<file path="config.mk">
export PLATFORM = sky130hd
export DESIGN_NAME = multi_channel_control
export DESIGN_NICKNAME = d
export VERILOG_FILES = /design/src/rtl/multi_channel_control.sv
export SDC_FILE = /design/constraint.sdc
export NUM_CORES = 1
export LEC_CHECK = 0
export BUFFER_PORTS_ARGS = -buffer_cell sky130_fd_sc_hd__buf_2
export CELL_PAD_IN_SITES_DETAIL_PLACEMENT = 1
export CELL_PAD_IN_SITES_GLOBAL_PLACEMENT = 2
export CORE_MARGIN = 2
export CORE_UTILIZATION = 33
export CTS_CLUSTER_SIZE = 10
export DETAILED_ROUTE_END_ITERATION = 6
export MAX_ROUTING_LAYER = met4
export PLACE_DENSITY_LB_ADDON = 0.1
export SYNTH_ARGS = -nofsm -noshare
export SYNTH_HDL_FRONTEND = slang
export SYNTH_SLANG_ARGS = --single-unit
</file>
<file path="constraint.sdc">
create_clock -name clk -period 1.7 [get_ports clk]
set_input_delay 0.17 -clock clk [delete_from_list [all_inputs] [get_ports clk]]
set_output_delay 0.17 -clock clk [all_outputs]
set_load 0.05 [all_outputs]
</file>
<file path="src/rtl/multi_channel_control.sv">
// multi_channel_control: SPI-driven command decoder steering per-channel TX/RX
// coax word engines and a bank of per-channel 8-bit control registers.
// Optional feature macro: CONTROL_TX_AUTOSTART_EN (auto-start TX while the
// SPI chip select is inactive).
module multi_channel_control #(
  parameter int         CHANNELS        = 2,
  parameter int         DATA_WIDTH      = 10,
  parameter logic [7:0] DEFAULT_CONTROL = 8'h48
) (
  input  logic                           clk,
  input  logic                           reset_n,
  input  logic                           spi_cs_n,
  input  logic [7:0]                     spi_rx_data,
  input  logic                           spi_rx_strobe,
  output logic [7:0]                     spi_tx_data,
  output logic                           spi_tx_strobe,
  output logic [CHANNELS-1:0]            tx_reset,
  input  logic [CHANNELS-1:0]            tx_active,
  output logic [DATA_WIDTH-1:0]          tx_data,
  output logic [CHANNELS-1:0]            tx_load_strobe,
  output logic [CHANNELS-1:0]            tx_start_strobe,
  input  logic [CHANNELS-1:0]            tx_empty,
  input  logic [CHANNELS-1:0]            tx_full,
  output logic [CHANNELS-1:0]            rx_reset,
  input  logic [CHANNELS-1:0]            rx_active,
  input  logic [CHANNELS-1:0]            rx_error,
  input  logic [CHANNELS*DATA_WIDTH-1:0] rx_data,
  output logic [CHANNELS-1:0]            rx_read_strobe,
  input  logic [CHANNELS-1:0]            rx_empty,
  output logic [CHANNELS*8-1:0]          control
);

  localparam logic [3:0] IDLE  = 4'd0;
  localparam logic [3:0] RD1   = 4'd1;
  localparam logic [3:0] RD2   = 4'd2;
  localparam logic [3:0] WR1   = 4'd3;
  localparam logic [3:0] WR2   = 4'd4;
  localparam logic [3:0] TX1   = 4'd5;
  localparam logic [3:0] TX2   = 4'd6;
  localparam logic [3:0] TX3   = 4'd7;
  localparam logic [3:0] RX1   = 4'd8;
  localparam logic [3:0] RX2   = 4'd9;
  localparam logic [3:0] RX3   = 4'd10;
  localparam logic [3:0] RX4   = 4'd11;
  localparam logic [3:0] START = 4'd12;
  localparam logic [3:0] RESET = 4'd13;

  logic                     cs_meta_reg, cs_sync_reg;
  logic                     cs_high;
  logic [3:0]               state_reg, state_next;
  logic [1:0]               ch_reg, ch_next;
  logic [1:0]               reg_sel_reg, reg_sel_next;
  logic [7:0]               mask_reg, mask_next;
  logic                     word_valid_reg, word_valid_next;
  logic [15:0]              rx_buf_reg, rx_buf_next;
  logic [CHANNELS*8-1:0]    control_reg, control_next;
  logic [CHANNELS-1:0]      tx_complete_reg, tx_complete_next;
  logic [CHANNELS-1:0]      tx_active_d_reg;
  logic [CHANNELS-1:0]      tx_clear;
  logic [7:0]               spi_tx_data_reg, spi_tx_data_next;
  logic                     spi_tx_strobe_reg, spi_tx_strobe_next;
  logic [DATA_WIDTH-1:0]    tx_data_reg, tx_data_next;
  logic [CHANNELS-1:0]      tx_load_reg, tx_load_next;
  logic [CHANNELS-1:0]      tx_start_reg, tx_start_next;
  logic [CHANNELS-1:0]      tx_reset_reg, tx_reset_next;
  logic [CHANNELS-1:0]      rx_reset_reg, rx_reset_next;
  logic [CHANNELS-1:0]      rx_read_reg, rx_read_next;

  // One-hot decode of the addressed channel; all zero for an absent channel,
  // which turns every per-channel action into a no-op.
  logic [CHANNELS-1:0] ch_sel;
  logic                ch_ok;
  for (genvar gi = 0; gi < CHANNELS; gi++) begin : g_sel
    assign ch_sel[gi] = (int'(ch_reg) == gi);
  end
  assign ch_ok   = |ch_sel;
  assign cs_high = cs_sync_reg;

  logic                  full_sel, empty_sel, active_sel, complete_sel;
  logic                  rx_error_sel, rx_active_sel, rx_empty_sel;
  logic [DATA_WIDTH-1:0] rx_data_sel;
  logic [7:0]            control_sel, read_byte;

  // Mux the addressed channel's status inputs and registers.
  always_comb begin
    full_sel      = 1'b0;
    empty_sel     = 1'b1;
    active_sel    = 1'b0;
    complete_sel  = 1'b0;
    rx_error_sel  = 1'b0;
    rx_active_sel = 1'b0;
    rx_empty_sel  = 1'b1;
    rx_data_sel   = '0;
    control_sel   = 8'h00;
    for (int i = 0; i < CHANNELS; i++) begin
      if (ch_sel[i]) begin
        full_sel      = tx_full[i];
        empty_sel     = tx_empty[i];
        active_sel    = tx_active[i];
        complete_sel  = tx_complete_reg[i];
        rx_error_sel  = rx_error[i];
        rx_active_sel = rx_active[i];
        rx_empty_sel  = rx_empty[i];
        rx_data_sel   = rx_data[i*DATA_WIDTH +: DATA_WIDTH];
        control_sel   = control_reg[i*8 +: 8];
      end
    end
    read_byte = 8'h00;
    if (ch_ok) begin
      case (reg_sel_reg)
        2'd1:    read_byte = {1'b0, rx_error_sel, rx_active_sel, 1'b0,
                              complete_sel, active_sel, 2'b00};
        2'd2:    read_byte = control_sel;
        2'd3:    read_byte = 8'hA5;
        default: read_byte = 8'h00;
      endcase
    end
  end

  // Command FSM: next state, register updates and single-cycle strobes.
  always_comb begin
    state_next         = state_reg;
    ch_next            = ch_reg;
    reg_sel_next       = reg_sel_reg;
    mask_next          = mask_reg;
    word_valid_next    = word_valid_reg;
    rx_buf_next        = rx_buf_reg;
    control_next       = control_reg;
    tx_data_next       = tx_data_reg;
    spi_tx_data_next   = spi_tx_data_reg;
    spi_tx_strobe_next = 1'b0;
    tx_load_next       = '0;
    tx_start_next      = '0;
    tx_reset_next      = '0;
    rx_reset_next      = '0;
    rx_read_next       = '0;
    tx_clear           = '0;
    if (cs_high) begin
      // Deselect aborts whatever was in flight, with no strobes from it.
      state_next = IDLE;
`ifdef CONTROL_TX_AUTOSTART_EN
      tx_start_next = ~tx_empty & ~tx_active;
`endif
    end else begin
      case (state_reg)
        IDLE: if (spi_rx_strobe) begin
          ch_next      = spi_rx_data[7:6];
          reg_sel_next = spi_rx_data[5:4];
          case (spi_rx_data[3:0])
            4'h2:    state_next = RD1;
            4'h3:    state_next = WR1;
            4'h4:    state_next = TX1;
            4'h5:    state_next = RX1;
            4'h6:    state_next = START;
            4'hF:    state_next = RESET;
            default: state_next = IDLE;
          endcase
        end
        RD1: begin
          spi_tx_data_next   = read_byte;
          spi_tx_strobe_next = 1'b1;
          state_next         = RD2;
        end
        RD2: if (spi_rx_strobe) state_next = RD1;
        WR1: if (spi_rx_strobe) begin
          mask_next  = spi_rx_data;
          state_next = WR2;
        end
        WR2: if (spi_rx_strobe) begin
          if (reg_sel_reg == 2'd2) begin
            for (int i = 0; i < CHANNELS; i++) begin
              if (ch_sel[i]) begin
                control_next[i*8 +: 8] = (control_reg[i*8 +: 8] & ~mask_reg) |
                                         (spi_rx_data & mask_reg);
              end
            end
          end
          state_next = IDLE;
        end
        TX1: begin
          tx_clear   = ch_sel;
          state_next = TX2;
        end
        TX2: if (spi_rx_strobe) begin
          tx_data_next[DATA_WIDTH-1:8] = spi_rx_data[DATA_WIDTH-9:0];
          word_valid_next              = ~full_sel;
          spi_tx_data_next             = full_sel ? 8'h81 : 8'h00;
          spi_tx_strobe_next           = 1'b1;
          state_next                   = TX3;
        end
        TX3: if (spi_rx_strobe) begin
          tx_data_next[7:0] = spi_rx_data;
          if (word_valid_reg) tx_load_next = ch_sel;
          state_next = TX2;
        end
        RX1: begin
          // Data sits in the low bits; flags occupy the top two bits.
          rx_buf_next                 = '0;
          rx_buf_next[DATA_WIDTH-1:0] = rx_data_sel;
          rx_buf_next[15]             = rx_error_sel;
          rx_buf_next[14]             = rx_empty_sel;
          state_next                  = RX2;
        end
        RX2: begin
          spi_tx_data_next   = rx_buf_reg[15:8];
          spi_tx_strobe_next = 1'b1;
          state_next         = RX3;
        end
        RX3: if (spi_rx_strobe) begin
          spi_tx_data_next   = rx_buf_reg[7:0];
          spi_tx_strobe_next = 1'b1;
          if (rx_buf_reg[15])      rx_reset_next = ch_sel;
          else if (!rx_buf_reg[14]) rx_read_next = ch_sel;
          state_next = RX4;
        end
        RX4: if (spi_rx_strobe) state_next = RX1;
        START: begin
          if (!empty_sel && !active_sel) tx_start_next = ch_sel;
          state_next = IDLE;
        end
        RESET: begin
          tx_reset_next = ch_sel;
          rx_reset_next = ch_sel;
          tx_clear      = ch_sel;
          state_next    = IDLE;
        end
        default: state_next = IDLE;
      endcase
    end
    // A falling tx_active sets completion and wins over a same-cycle clear.
    tx_complete_next = (tx_complete_reg & ~tx_clear) | (tx_active_d_reg & ~tx_active);
  end

  // State and output registers with synchronous active-low reset.
  always_ff @(posedge clk) begin
    if (!reset_n) begin
      cs_meta_reg       <= 1'b1;
      cs_sync_reg       <= 1'b1;
      state_reg         <= IDLE;
      ch_reg            <= 2'd0;
      reg_sel_reg       <= 2'd0;
      mask_reg          <= 8'h00;
      word_valid_reg    <= 1'b0;
      rx_buf_reg        <= 16'h0000;
      control_reg       <= {CHANNELS{DEFAULT_CONTROL}};
      tx_complete_reg   <= '0;
      tx_active_d_reg   <= '0;
      spi_tx_data_reg   <= 8'h00;
      spi_tx_strobe_reg <= 1'b0;
      tx_data_reg       <= '0;
      tx_load_reg       <= '0;
      tx_start_reg      <= '0;
      tx_reset_reg      <= '0;
      rx_reset_reg      <= '0;
      rx_read_reg       <= '0;
    end else begin
      cs_meta_reg       <= spi_cs_n;
      cs_sync_reg       <= cs_meta_reg;
      state_reg         <= state_next;
      ch_reg            <= ch_next;
      reg_sel_reg       <= reg_sel_next;
      mask_reg          <= mask_next;
      word_valid_reg    <= word_valid_next;
      rx_buf_reg        <= rx_buf_next;
      control_reg       <= control_next;
      tx_complete_reg   <= tx_complete_next;
      tx_active_d_reg   <= tx_active;
      spi_tx_data_reg   <= spi_tx_data_next;
      spi_tx_strobe_reg <= spi_tx_strobe_next;
      tx_data_reg       <= tx_data_next;
      tx_load_reg       <= tx_load_next;
      tx_start_reg      <= tx_start_next;
      tx_reset_reg      <= tx_reset_next;
      rx_reset_reg      <= rx_reset_next;
      rx_read_reg       <= rx_read_next;
    end
  end

  assign spi_tx_data     = spi_tx_data_reg;
  assign spi_tx_strobe   = spi_tx_strobe_reg;
  assign tx_data         = tx_data_reg;
  assign tx_load_strobe  = tx_load_reg;
  assign tx_start_strobe = tx_start_reg;
  assign tx_reset        = tx_reset_reg;
  assign rx_reset        = rx_reset_reg;
  assign rx_read_strobe  = rx_read_reg;
  assign control         = control_reg;

endmodule

</file>
==> results of run 1 <==
[report_power, final]
group / internal (W) / leakage (nW) / switching, W
combinational: 0.000111 / 1.24 / 0.000127
clock: 0.00118 / 0.145 / 0.000800
sequential: 0.00188 / 0.646 / 0.00000808
[cells in the final DEF, fill, tap and decap left out, types with 4 or more instances in the layout]
cell type / n
nor3b_1: 4
buf_2: 88
a31oi_1: 5
a22o_1: 4
buf_4: 24
dfxtp_1: 80
clkbuf_16: 9
buf_12: 5
nand2b_1: 14
o21ai_0: 9
mux2i_1: 72
a21oi_1: 5
nand2_1: 9
o31ai_1: 10
nor2b_1: 51
and2_1: 5
nand4_1: 17
nor2_1: 30
a211oi_1: 4
nand3_1: 6
[area by class of cell]
cell class | count | area, sq um
Tap cell | 143 | 179
Clock inverter | 5 | 56.3
Clock buffer | 11 | 243
Timing Repair Buffer | 117 | 721
Sequential cell | 80 | 1600
Multi-Input combinational cell | 293 | 2120
Fill cell | 1340 | 6600
[worst max-delay path, cell delays in order (launching register included)]
cell	delay, ns
dfxtp_1	0.35
buf_12	0.18
nor2_1	0.48
nand4_1	0.23
mux2i_1	0.21
nor2b_1	0.07
[routing by layer]
metal,track usage (%),up-vias,share of wire [%]
met5,-,-,0
met4,6.99,0,1.2
met3,3.80,14,3.2
met2,28.2,61,46
met1,24.8,1584,49
li1,-,1643,-
[per-stage QoR]
| step | cells | TNS (ns) | util (%) | total power, W |
|---|---|---|---|---|
| floorplan | 413 | 0 | - | 0.00207 |
| global placement | 633 | 0 | 40.1 | 0.00217 |
| detailed placement | 633 | 0 | 40.1 | 0.00218 |
| CTS | 649 | 0 | 42.7 | 0.00416 |
| global route | 649 | -0.166 | 42.7 | 0.00426 |
| finish | 649 | 0 | 42.7 | 0.00411 |
[worst min path at each step]
stage                  end  slack (ns)  depth (start not counted)
6_report       cs_meta_reg        0.01                          2
5_1_grt        cs_meta_reg        0.02                          2
3_3_place_gp   cs_meta_reg        0.35                          2
3_5_place_dp   cs_meta_reg        0.36                          2
4_1_cts        cs_meta_reg       0.008                          2
2_1_floorplan  cs_meta_reg        0.27                          1
[logic make-up after synthesis]
family	after synthesis	synth area share, %
multiplexers	73	18.6
AND/OR/NAND/NOR	157	23.7
flip-flops	80	40.7
buffers and inverters	40	5.69
XOR/XNOR	3	0.668
AO/OA/AOI/OAI	60	10.7
[timing repair]
action | in CTS | in global routing
gates resized for setup | 0 | 2
hold endpoints to repair | 0 | 0
buffers inserted | 0 | 0
endpoints found under the setup margin | 0 | 11
==> results.md, run 1 <==
- Largest area contributor in the netlist: dfxtp_1
- Worst Path Required: approximately 1.9 ns
- CTS clk-pin slew, worst paths: approximately 0.060 ns
- WL final: around 11000 um
- Count leader, synth: dfxtp_1
- Avg Cell Area, Syn: 9.52 sq um
- DR iter-0 viols: 166
- Arr. time, crit path: approximately 1.9 ns
- Leading post-synthesis cells by cell area: dfxtp_1 (41%), mux2i_1 (19%), nor2b_1 (8.1%), nor2_1 (2.9%), nand4_1 (2.7%)
- R2R Setup Slk: between 0.06 and 0.07 ns
- Top Ports: between 80 and 90
- Final min period: about 1.6 ns
- Syn_nets: around 460
- Maximum VDD drop: 0.355 mV
- Sink Count: 80
- Cell variety after synth: ~50
- Relative slew slack: 59.0%
- Place WS: between 0.06 and 0.07 ns
- Ys async rst share: 0%
- WL per Instance: between 15 and 20 um
- Vias in the first global route: between 3000 and 4000
- First-pass GRT wire length: ~18000 um
- Hold Vio Cnt, Final: 0
- Reg2Reg Depth: 5
- Ys flop type: dfxtp_1
- Worst setup startpoint: ch_reg[0]
- Status: complete, but fails checks
- Synth top area share: roughly two fifths
- Seq cells post-synth: 80
- Vias per cell: ~5.1
- FP Rows: 39
- Total CTS buffers: 9
- Core area: between 10000 and 15000 sq um
- Synthesized area: about 4000 sq um
- Total grt overflow: 0
- Mapped Cells: about 410
- Final setup vio count: 0
- Pins Over Slew Limit: 0
- Crit share post-route: between 90% and 100%
- Final GP Congestion: 0.747
- Drt pass-1 iters: 6
- RSZ-0062 raised after global routing: true
- Maximum root-to-sink buffer count: 2
- Die ar.: 12800 sq um
- Die Wd: roughly 110 um
- Total GRT Usage: a little under a fifth
- Maxcap violations: 0
- Setup Skew: between 0.004 and 0.005 ns
- Clock root buffer: clkbuf_16
- Sequential area share after synthesis: roughly two fifths
- Pleak: between 2 and 2.5 nW
- CTS tree: done
- Layout cell share with drive strength beyond 1: between 20% and 30%
- Final ANT Viol Nets: 0
- Antenna violations before repair: 0
- Setup CP Type: flip-flop to flip-flop
- DRC errors left: 5
- Area Overhead vs Synth: 25.1%
- Post-DP Area: 4620 sq um
- CTS Hold Bufs: 0
- Final #Nets: between 500 and 600
- F_max: between 0.6 and 0.7 GHz
- Power per cell area: approximately 830 nW/um^2
- H-tree depth: 3
- Setup ws final: between 0.06 and 0.07 ns
- Warning count from the yosys run: 0
- Pin count of the biggest net entering global routing: around 50
- R2r startpoint: ch_reg[0]
- Buffers on Ports: 88
- Post-synth top cells: dfxtp_1 (80), mux2i_1 (73), nor2b_1 (51), nor2_1 (30), clkbuf_1 (18)
- CP Capture Type: flip-flop
- Post-synth EDFFs: 0
- Clk_lat worst skew: 0.34 ns
- Vias: ~3300
- Maximum net fanout on the critical path: 19
- Failing checks: DRC
- Initial core utilization: between 30% and 40%
- Worst hold path class: input port to flip-flop
- Slew of the pin with the lowest slew margin: around 0.61 ns
- Critical path startpoint category: flip-flop
- Hold slack: around 0.013 ns
- Die height: 113 um
- Hold Crit Start: spi_cs_n
- Fin area: just under 5000 sq um
- DPL Wire Length: just over 8000 um
- Antenna Diode Count: 0
Note: power is estimated with default switching activity, not from simulation.
==> run 2, diff against run 1 <==
CORE_MARGIN = 1   (was 2)
SETUP_SLACK_MARGIN = 0.5   (was default)
==> results.md, run 2 (synthesis gave the netlist of run 1 again) <==
- Status: complete, but fails checks
- Failing checks: DRC
- Maxcap violations: 0 (unchanged)
- Antenna violations before repair: 0 (unchanged)
- DRC errors left: 10 (+5)
- DR iter-0 viols: 154 (-7.2%)
- Most common cell after layout, fill and taps aside: buf_2
- Vias in the first global route: 3546 (+6.8%)
- Worst hold path class: input port to flip-flop
- WL per Instance: 18.3 um (+6.6%)
- Slew of the pin with the lowest slew margin: 0.443 ns (-0.170 ns)
- Total CTS buffers: 9 (unchanged)
- Setup Skew: 0.00864 ns (+0.00368 ns)
- DPL Wire Length: 8120 um (+0.75%)
- Maximum root-to-sink buffer count: 2 (unchanged)
- First-pass GRT wire length: 18800 um (+3.8%)
- Sink Count: 80 (unchanged)
- CTS tree: done
- Fin area: 5710 sq um (+16%)
- Vias per cell: 5.13 (+0.91%)
- Sequential cell area: 1620 sq um (+1.3%)
- Hold Vio Cnt, Final: 0 (unchanged)
- Final #Nets: 576 (+5.7%)
- Die ar.: 12400 sq um (-3.5%)
- WL final: 12500 um (+12%)
- Final GP Congestion: 0.777 (+4.0%)
- Final setup vio count: 0 (unchanged)
- Antenna Diode Count: 0 (unchanged)
- RSZ-0062 raised after global routing: true
- Post-DP Area: 4640 sq um (+0.51%)
- Initial core utilization: 34.2% (unchanged)
- Pin count of the biggest net entering global routing: 44 (-14%)
- Critical path startpoint category: flip-flop
- TNS Setup: 0 ns (unchanged)
- Total grt overflow: 0 (unchanged)
- Area of the multi-input gates: 2380 sq um (+12%)
- Arr. time, crit path: 1.79 ns (-0.07 ns)
- Die height: 111 um (-1.8%)
- Drt pass-1 iters: 6 (unchanged)
- Fillers: 1297 (-3.2%)
- Final ANT Viol Nets: 0 (unchanged)
- Maximum net fanout on the critical path: 4 (-15)
- Most frequent cells in the layout: buf_2 (78), dfxtp_1 (73), mux2i_1 (72)
- Area Overhead vs Synth: 45.2%
- Core area: 11500 sq um (unchanged)
- Layout cell share with drive strength beyond 1: 39.9% (+13 points)
- Pleak: 2.31 nW (+14%)
- H-tree depth: 3 (unchanged)
- Crit share post-route: 90.9% (-5.0 points)
- F_max: 0.647 GHz (+5.5%)
- Clk_lat worst skew: 0.35 ns (about the same)
- Relative slew slack: 70.5% (+11 points)
- R2R Setup Slk: 0.15 ns (+0.09 ns)
- FP Rows: 39 (unchanged)
- Maximum VDD drop: 0.561 mV (+58%)
- Die Wd: 111 um (-1.8%)
- Power per cell area: 806 nW/um^2 (-3.4%)
- Setup CP Type: flip-flop to flip-flop
- CTS clk-pin slew, worst paths: 0.06 ns (about the same)
- Vias: 3486 (+5.6%)
- Top Ports: 89 (unchanged)
- Pins Over Slew Limit: 0 (unchanged)
- Final min period: 1.55 ns (-0.0858 ns)
- Buffers on Ports: 88 (unchanged)
- CP Capture Type: flip-flop
- Clock root buffer: clkbuf_16
- Worst Path Required: 1.95 ns (+0.02 ns)
- Total GRT Usage: 20.3% (+1.6 points)
## run 2: changes by cell type in the layout (fill, tap and decap cells not counted), moves of 4 or more
cell / change
buf_4: +9
buf_6: +13
nor2_1: -4
o31ai_1: -6
dfxtp_4: +5
buf_2: -10
o21ai_0: -4
nor3b_2: +4
o21ai_1: +4
clkbuf_4: +8
dfxtp_1: -7
nor3b_1: -4
## run 2: path summary, 6_finish.rpt
path	start	endpoint	cells past startpoint
min reg2reg	cs_meta_reg	cs_high	1
max	state_reg[3]	tx_data[0]	6
min	tx_active[1]	tx_active_d_reg[1]	2
max reg2reg	state_reg[3]	tx_data[0]	6
## run 2: metrics by stage
stage | std cells | total power [W] | setup WS, ns | hold WS [ns] | util, %
2_1_floorplan | 413 | 0.00207 | 0.146 | 0.271 | -
3_5_place_dp | 635 | 0.00218 | 0.105 | 0.357 | 40.3
4_1_cts | 665 | 0.00462 | 0.192 | 0.0853 | 46.6
6_report | 679 | 0.00461 | 0.154 | 0.0864 | 49.6
5_1_grt | 679 | 0.00476 | 0.0663 | 0.103 | 49.6
3_3_place_gp | 635 | 0.00217 | 0.118 | 0.354 | 40.3
## run 2: cell type report
type	instances	share of cell area, %
clock buffers	10	4.18
clock inverters	5	2.26
multi-input cells	293	41.6
flip-flops and latches	80	28.4
well taps	143	3.13
repair buffers	148	20.4
## run 2: where the power goes
group          internal (W)  total [W]  switching (W)
sequential          0.00188    0.00189     0.00000972
clock               0.00162    0.00243       0.000814
combinational      0.000141   0.000287       0.000147
## run 2: worst max-delay path: stages, from the launching register on
cell,delay (ns)
dfxtp_4,0.37
nor4bb_4,0.26
buf_4,0.18
and3_4,0.22
clkbuf_16,0.16
mux2i_1,0.19
nor2b_1,0.06
## run 2: repair_timing
item                       4_1_cts  5_1_grt
gates resized for setup         61       45
hold buffers                     1        0
cloned                           3        2
setup buffers                   11       12
setup endpoints to repair       78       83
pin swaps                       11       20
hold endpoints to repair         1        0
## run 2: per-layer routing
layer | global-route usage, % | wire (um)
met5 | - | 0
met2 | 31.9 | 5970
met3 | 4.32 | 435
met4 | 7.12 | 199
met1 | 25.8 | 5850
